<file path="config.mk">
export PLATFORM = sky130hd
export DESIGN_NAME = shift_sequencer
export DESIGN_NICKNAME = d
export VERILOG_FILES = /design/src/rtl/shift_sequencer.sv
export SDC_FILE = /design/constraint.sdc
export NUM_CORES = 1
export LEC_CHECK = 0
export BUFFER_PORTS_ARGS = -buffer_cell sky130_fd_sc_hd__buf_2
export CORE_MARGIN = 4
export CORE_UTILIZATION = 51
export DETAILED_ROUTE_END_ITERATION = 7
export PLACE_DENSITY = 0.82
export SLEW_MARGIN = 5
export SYNTH_ARGS = -nofsm -noshare
export SYNTH_HDL_FRONTEND = slang
export SYNTH_SLANG_ARGS = --single-unit
</file>
<file path="constraint.sdc">
create_clock -name clk -period 4.31 [get_ports clk]
set_input_delay 0.431 -clock clk [delete_from_list [all_inputs] [get_ports clk]]
set_output_delay 0.431 -clock clk [all_outputs]
set_load 0.005 [all_outputs]
</file>
<file path="src/rtl/shift_sequencer.sv">
// ---------------------------------------------------------------------------
// shift_sequencer
//
// Sequences one shift or rotate operation over an external, shared,
// combinational barrel shifter. Plain shifts take one shifter pass; rotates
// take two passes (one in each direction) whose results are OR-ed together.
//
// Optional feature:
//   SHIFT_SEQ_ROTATE_EN  defined   -> ROR (100) / ROL (101) supported
//                        undefined -> ROR / ROL report err like any other
//                                     unsupported op; PASS2 is unreachable
//
// Ports:
//   clk          in   1  single clock, rising edge
//   reset        in   1  synchronous, active-high reset
//   start        in   1  request strobe, sampled only while busy=0
//   op           in   3  000 SLL, 001 SRL, 011 SRA, 100 ROR, 101 ROL
//   shamt        in   5  shift / rotate amount
//   data         in  32  operand
//   sh_A         out 32  amount to shared shifter (bits [31:5] always 0)
//   sh_B         out 32  operand to shared shifter
//   sh_ALUFun    out  2  shifter mode: 00 SLL, 01 SRL, 11 SRA
//   sh_C         in  32  shifter result, combinational in the same cycle
//   busy         out  1  high in any state other than IDLE
//   done         out  1  one-cycle completion pulse
//   result       out 32  registered result, held until the next done
//   err          out  1  high with done for an unsupported op, else 0
//   dbg_state_o  out  2  current FSM state (IDLE=0, PASS1=1, PASS2=2, DONE=3)
//
// Handshake: a request is accepted on a rising edge where start=1 and
// busy=0; start is ignored while busy=1. Operands are latched at acceptance,
// so the inputs may change freely afterwards. Completion is signalled by a
// single-cycle done pulse with result/err valid in that cycle.
// ---------------------------------------------------------------------------
module shift_sequencer (
  input  logic        clk,
  input  logic        reset,
  input  logic        start,
  input  logic [2:0]  op,
  input  logic [4:0]  shamt,
  input  logic [31:0] data,
  output logic [31:0] sh_A,
  output logic [31:0] sh_B,
  output logic [1:0]  sh_ALUFun,
  input  logic [31:0] sh_C,
  output logic        busy,
  output logic        done,
  output logic [31:0] result,
  output logic        err,
  output logic [1:0]  dbg_state_o
);

  // FSM encoding
  localparam logic [1:0] IDLE  = 2'd0;
  localparam logic [1:0] PASS1 = 2'd1;
  localparam logic [1:0] PASS2 = 2'd2;
  localparam logic [1:0] DONE  = 2'd3;

  // Operation codes
  localparam logic [2:0] OP_SLL = 3'b000;
  localparam logic [2:0] OP_SRL = 3'b001;
  localparam logic [2:0] OP_SRA = 3'b011;
`ifdef SHIFT_SEQ_ROTATE_EN
  localparam logic [2:0] OP_ROR = 3'b100;
  localparam logic [2:0] OP_ROL = 3'b101;
`endif

  // Shared shifter modes
  localparam logic [1:0] SH_SLL = 2'b00;
  localparam logic [1:0] SH_SRL = 2'b01;
  localparam logic [1:0] SH_SRA = 2'b11;

  logic [1:0]  state_q, state_d;
  logic [2:0]  op_q, op_d;
  logic [4:0]  shamt_q, shamt_d;
  logic [31:0] data_q, data_d;
  logic [31:0] acc_q, acc_d;
  logic [31:0] result_q, result_d;

  // Decode of the latched op
  logic        op_ok;      // op is supported in this build
  logic        op_rot;     // op is a rotate (needs a second pass)
  logic [1:0]  mode_p1;    // shifter mode for the first pass
  logic [1:0]  mode_p2;    // shifter mode for the second (rotate) pass

  always_comb begin
    op_ok   = 1'b0;
    op_rot  = 1'b0;
    mode_p1 = SH_SLL;
    mode_p2 = SH_SLL;
    case (op_q)
      OP_SLL: begin op_ok = 1'b1; mode_p1 = SH_SLL; end
      OP_SRL: begin op_ok = 1'b1; mode_p1 = SH_SRL; end
      OP_SRA: begin op_ok = 1'b1; mode_p1 = SH_SRA; end
`ifdef SHIFT_SEQ_ROTATE_EN
      // ROR = (x >> n) | (x << (32-n)); ROL = (x << n) | (x >> (32-n))
      OP_ROR: begin op_ok = 1'b1; op_rot = 1'b1; mode_p1 = SH_SRL; mode_p2 = SH_SLL; end
      OP_ROL: begin op_ok = 1'b1; op_rot = 1'b1; mode_p1 = SH_SLL; mode_p2 = SH_SRL; end
`endif
      default: begin op_ok = 1'b0; end
    endcase
  end

  // Shared shifter drive: only PASS1/PASS2 of a supported op use it.
  always_comb begin
    sh_A      = 32'h0;
    sh_B      = 32'h0;
    sh_ALUFun = SH_SLL;
    case (state_q)
      PASS1: begin
        if (op_ok) begin
          sh_A      = {27'h0, shamt_q};
          sh_B      = data_q;
          sh_ALUFun = mode_p1;
        end
      end
      PASS2: begin
        if (op_rot) begin
          // (32 - shamt) mod 32 is the 5-bit two's complement of shamt
          sh_A      = {27'h0, 5'd0 - shamt_q};
          sh_B      = data_q;
          sh_ALUFun = mode_p2;
        end
      end
      default: begin end
    endcase
  end

  // Next-state and datapath
  always_comb begin
    state_d  = state_q;
    op_d     = op_q;
    shamt_d  = shamt_q;
    data_d   = data_q;
    acc_d    = acc_q;
    result_d = result_q;
    case (state_q)
      IDLE: begin
        if (start) begin
          op_d    = op;
          shamt_d = shamt;
          data_d  = data;
          state_d = PASS1;
        end
      end
      PASS1: begin
        // Unsupported ops bypass the shifter and pass the operand through.
        acc_d = op_ok ? sh_C : data_q;
        // A rotate by zero is complete after the first pass.
        if (op_rot && (shamt_q != 5'd0)) begin
          state_d = PASS2;
        end else begin
          state_d  = DONE;
          result_d = acc_d;
        end
      end
      PASS2: begin
        acc_d    = acc_q | sh_C;
        result_d = acc_d;
        state_d  = DONE;
      end
      DONE: begin
        state_d = IDLE;
      end
      default: begin
        state_d = IDLE;
      end
    endcase
  end

  always_ff @(posedge clk) begin
    if (reset) begin
      state_q  <= IDLE;
      op_q     <= 3'h0;
      shamt_q  <= 5'h0;
      data_q   <= 32'h0;
      acc_q    <= 32'h0;
      result_q <= 32'h0;
    end else begin
      state_q  <= state_d;
      op_q     <= op_d;
      shamt_q  <= shamt_d;
      data_q   <= data_d;
      acc_q    <= acc_d;
      result_q <= result_d;
    end
  end

  assign busy        = (state_q != IDLE);
  assign done        = (state_q == DONE);
  assign err         = (state_q == DONE) && !op_ok;
  assign result      = result_q;
  assign dbg_state_o = state_q;

endmodule

</file>
==> results.yml <==
worst_setup_path:
  crit_fanout: 68
  crit_arrival_ns: 2.41
  crit_chain: "nor3b_4, and2_1, buf_2"
  cp.required_ns: 3.88
  critPathCaptureType: "primary output"
  crit_slowest_cell: "nor3b_4"
  startpoint_type: "register"
  critPathKind: "reg2out"
  max_stage_delay_ns: 1.05
clock_network:
  cts_tree: "built"
  cts_root_buffer: "clkbuf_8"
  numCtsBuffers: 9
  cts_resized: 0
  path_clk_slew_ns: 0.08
  cts_sinks: 74
  post_cts_buffers: 0
  ctsHoldBuffers: 0
  clk_latency_ns: 0.34
  clockBufferDepth: 2
  htree_num_levels: 3
cells_and_area:
  drive_gt1_share_pct: 29.0
  stdcell_count: 709
  nets: 685
  diodes: 0
  areaGrowthSynthToFinish_pct: 19.6
  final_area_mm2: 0.00466
  num-fill-cells: 657
  utilization_pct: 63.5
die:
  ioPinCount: 178
  fp.dieArea_mm2: 0.00910
  core_area_mm2: 0.00733
  die_h_um: 95.4
  chipWidth_um: 95.4
  rows: 31
  initial_core_util_pct: 53.1
synth:
  yosys_warnings: 0
  synth.avg_cell_area_um2: 8.04
  synth_ff_type: "dfxtp_1"
  netlist_instances: 484
  synth.distinct_cells: 29
  synth.most_common_cell: "nand2_1"
  synth.top_cell.area_share_pct: 38.0
  ys_top_cells_by_area: "dfxtp_1, a21oi_1, nand2_1"
  synthArstFlopShare_pct: 0
  synth_edf_count: 0
  ys_seq_area_share_pct: 38.0
  synth_common_cells: "nand2_1, dfxtp_1, a21oi_1"
  syn_area_mm2: 0.00389
  yosys.area.top_type: "dfxtp_1"
  synth-seq-cells: 74
placed_design:
  io_buffers: 150
  dp_hpwl_um: 7350
  placed_cell_area_mm2: 0.00447
  place_ws_ns: 1.86
  dp_cells: 694
  gp_congestion: 0.880
global_route:
  grt_pass1_vias: 3486
  grt_max_degree: 75
  antenna_found_initial: 0
  grt_use_total_pct: 23.2
  overflow: 0
  grt_first_pass_wirelength_um: 16700
timing:
  relSlewSlack_pct: 23.1
  fin_setup_tns_ns: 0
  skew_ns: 0.00805
  worst_slew_pin_slew_ns: 1.15
  rsz0062_at_grt: "no"
  slew_viol_final: 0
  fin_ws_ns: 1.47
  max_freq_mhz: 352
  fin_crit_sh_pct: 65.9
  fin_crit_ns: 2.84
  setup_viol_count_final: 0
  hold_violations: 0
  whs_ns: 0.315
power_and_ir_drop:
  power_density_mw_per_mm2: 427
  leakage_nw: 2.06
  peakVddDrop_v: 0.000222
  finalPower_mw: 1.99
route:
  drt_iter0_markers: 162
  ant_nets: 0
  vias: 3792
  wirelength_um: 10800
  drc: 0
  viasPerCell: 5.35
  wl_per_cell_um: 15.2
  firstDrtPassIters: 5
flow_run:
  cap_viol_max_count: 0
status:
  status: "finished, final reports clean"
hold_path:
  hold_class: "in2reg"
==> flip-flops by register name (all words and copies together) (netlist names) <==
name	count
data_q	32
result	32
shamt_q	5
op_q	3
dbg_state_o	2
==> logic make-up after synthesis <==
kind of cell | count (synthesis) | synth area share, %
other cells | 1 | 0.0963
simple gates | 192 | 27.4
buf+inv | 74 | 11.8
flops | 74 | 38.0
compound gates | 138 | 21.1
mux | 1 | 0.257
fa+ha+maj | 4 | 1.29
==> final cells by class <==
class | count | area (um^2) | share of cell area [%]
multi-input cells | 362 | 2050 | 44.1
flip-flops and latches | 74 | 1480 | 31.8
repair buffers | 156 | 796 | 17.1
clock buffers | 10 | 138 | 2.95
well taps | 99 | 124 | 2.66
clock inverters | 5 | 55.1 | 1.18
inverters | 3 | 11.3 | 0.242
==> final timing paths <==
kind	startpoint	end	slack, ns	depth (start not counted)
min	data[8]	data_q[8]$_SDFFE_PP0P_	0.32	3
min reg2reg	shamt_q[2]$_SDFFE_PP0P_	shamt_q[2]$_SDFFE_PP0P_	0.46	2
max reg2reg	dbg_state_o[0]$_SDFFE_PP0P_	result[19]$_SDFFE_PP0P_	2.36	5
max	op_q[2]$_SDFFE_PP0P_	sh_B[10]	1.47	3
==> layer usage <==
metal	track usage (%)	vias to the layer above	part of all wire, %
met3	6.16	11	8.9
li1	-	1848	-
met1	29.4	1768	42
met4	7.70	0	1.1
met5	0	-	0
met2	38.1	165	48
==> power by group <==
| part | internal (mW) | leakage, nW | total (mW) | switching [mW] |
|---|---|---|---|---|
| Clock | 0.278 | 0.0941 | 0.537 | 0.259 |
| Combinational | 0.246 | 1.36 | 0.578 | 0.332 |
| Sequential | 0.798 | 0.610 | 0.877 | 0.0787 |
==> worst max-delay path, delay by kind of cell (launching register included) <==
kind	cells	cell delay (ns)
buf+inv	1	0.12
flops	1	0.63
simple gates	2	1.31
==> layout by cell type, fill, tap and decap left out, drive strengths merged, types with 7 or more instances in the layout <==
cell / synthesis / final
buf: 48 / 156
nand2: 81 / 81
dfxtp: 74 / 74
a21oi: 72 / 72
and2: 39 / 39
nand3b: 32 / 32
a311oi: 32 / 32
o21ai: 32 / 32
nand2b: 27 / 27
conb: 1 / 27
clkbuf: 23 / 10
or2b: 7 / 7
No activity file was read; power rests on OpenSTA's default activity.
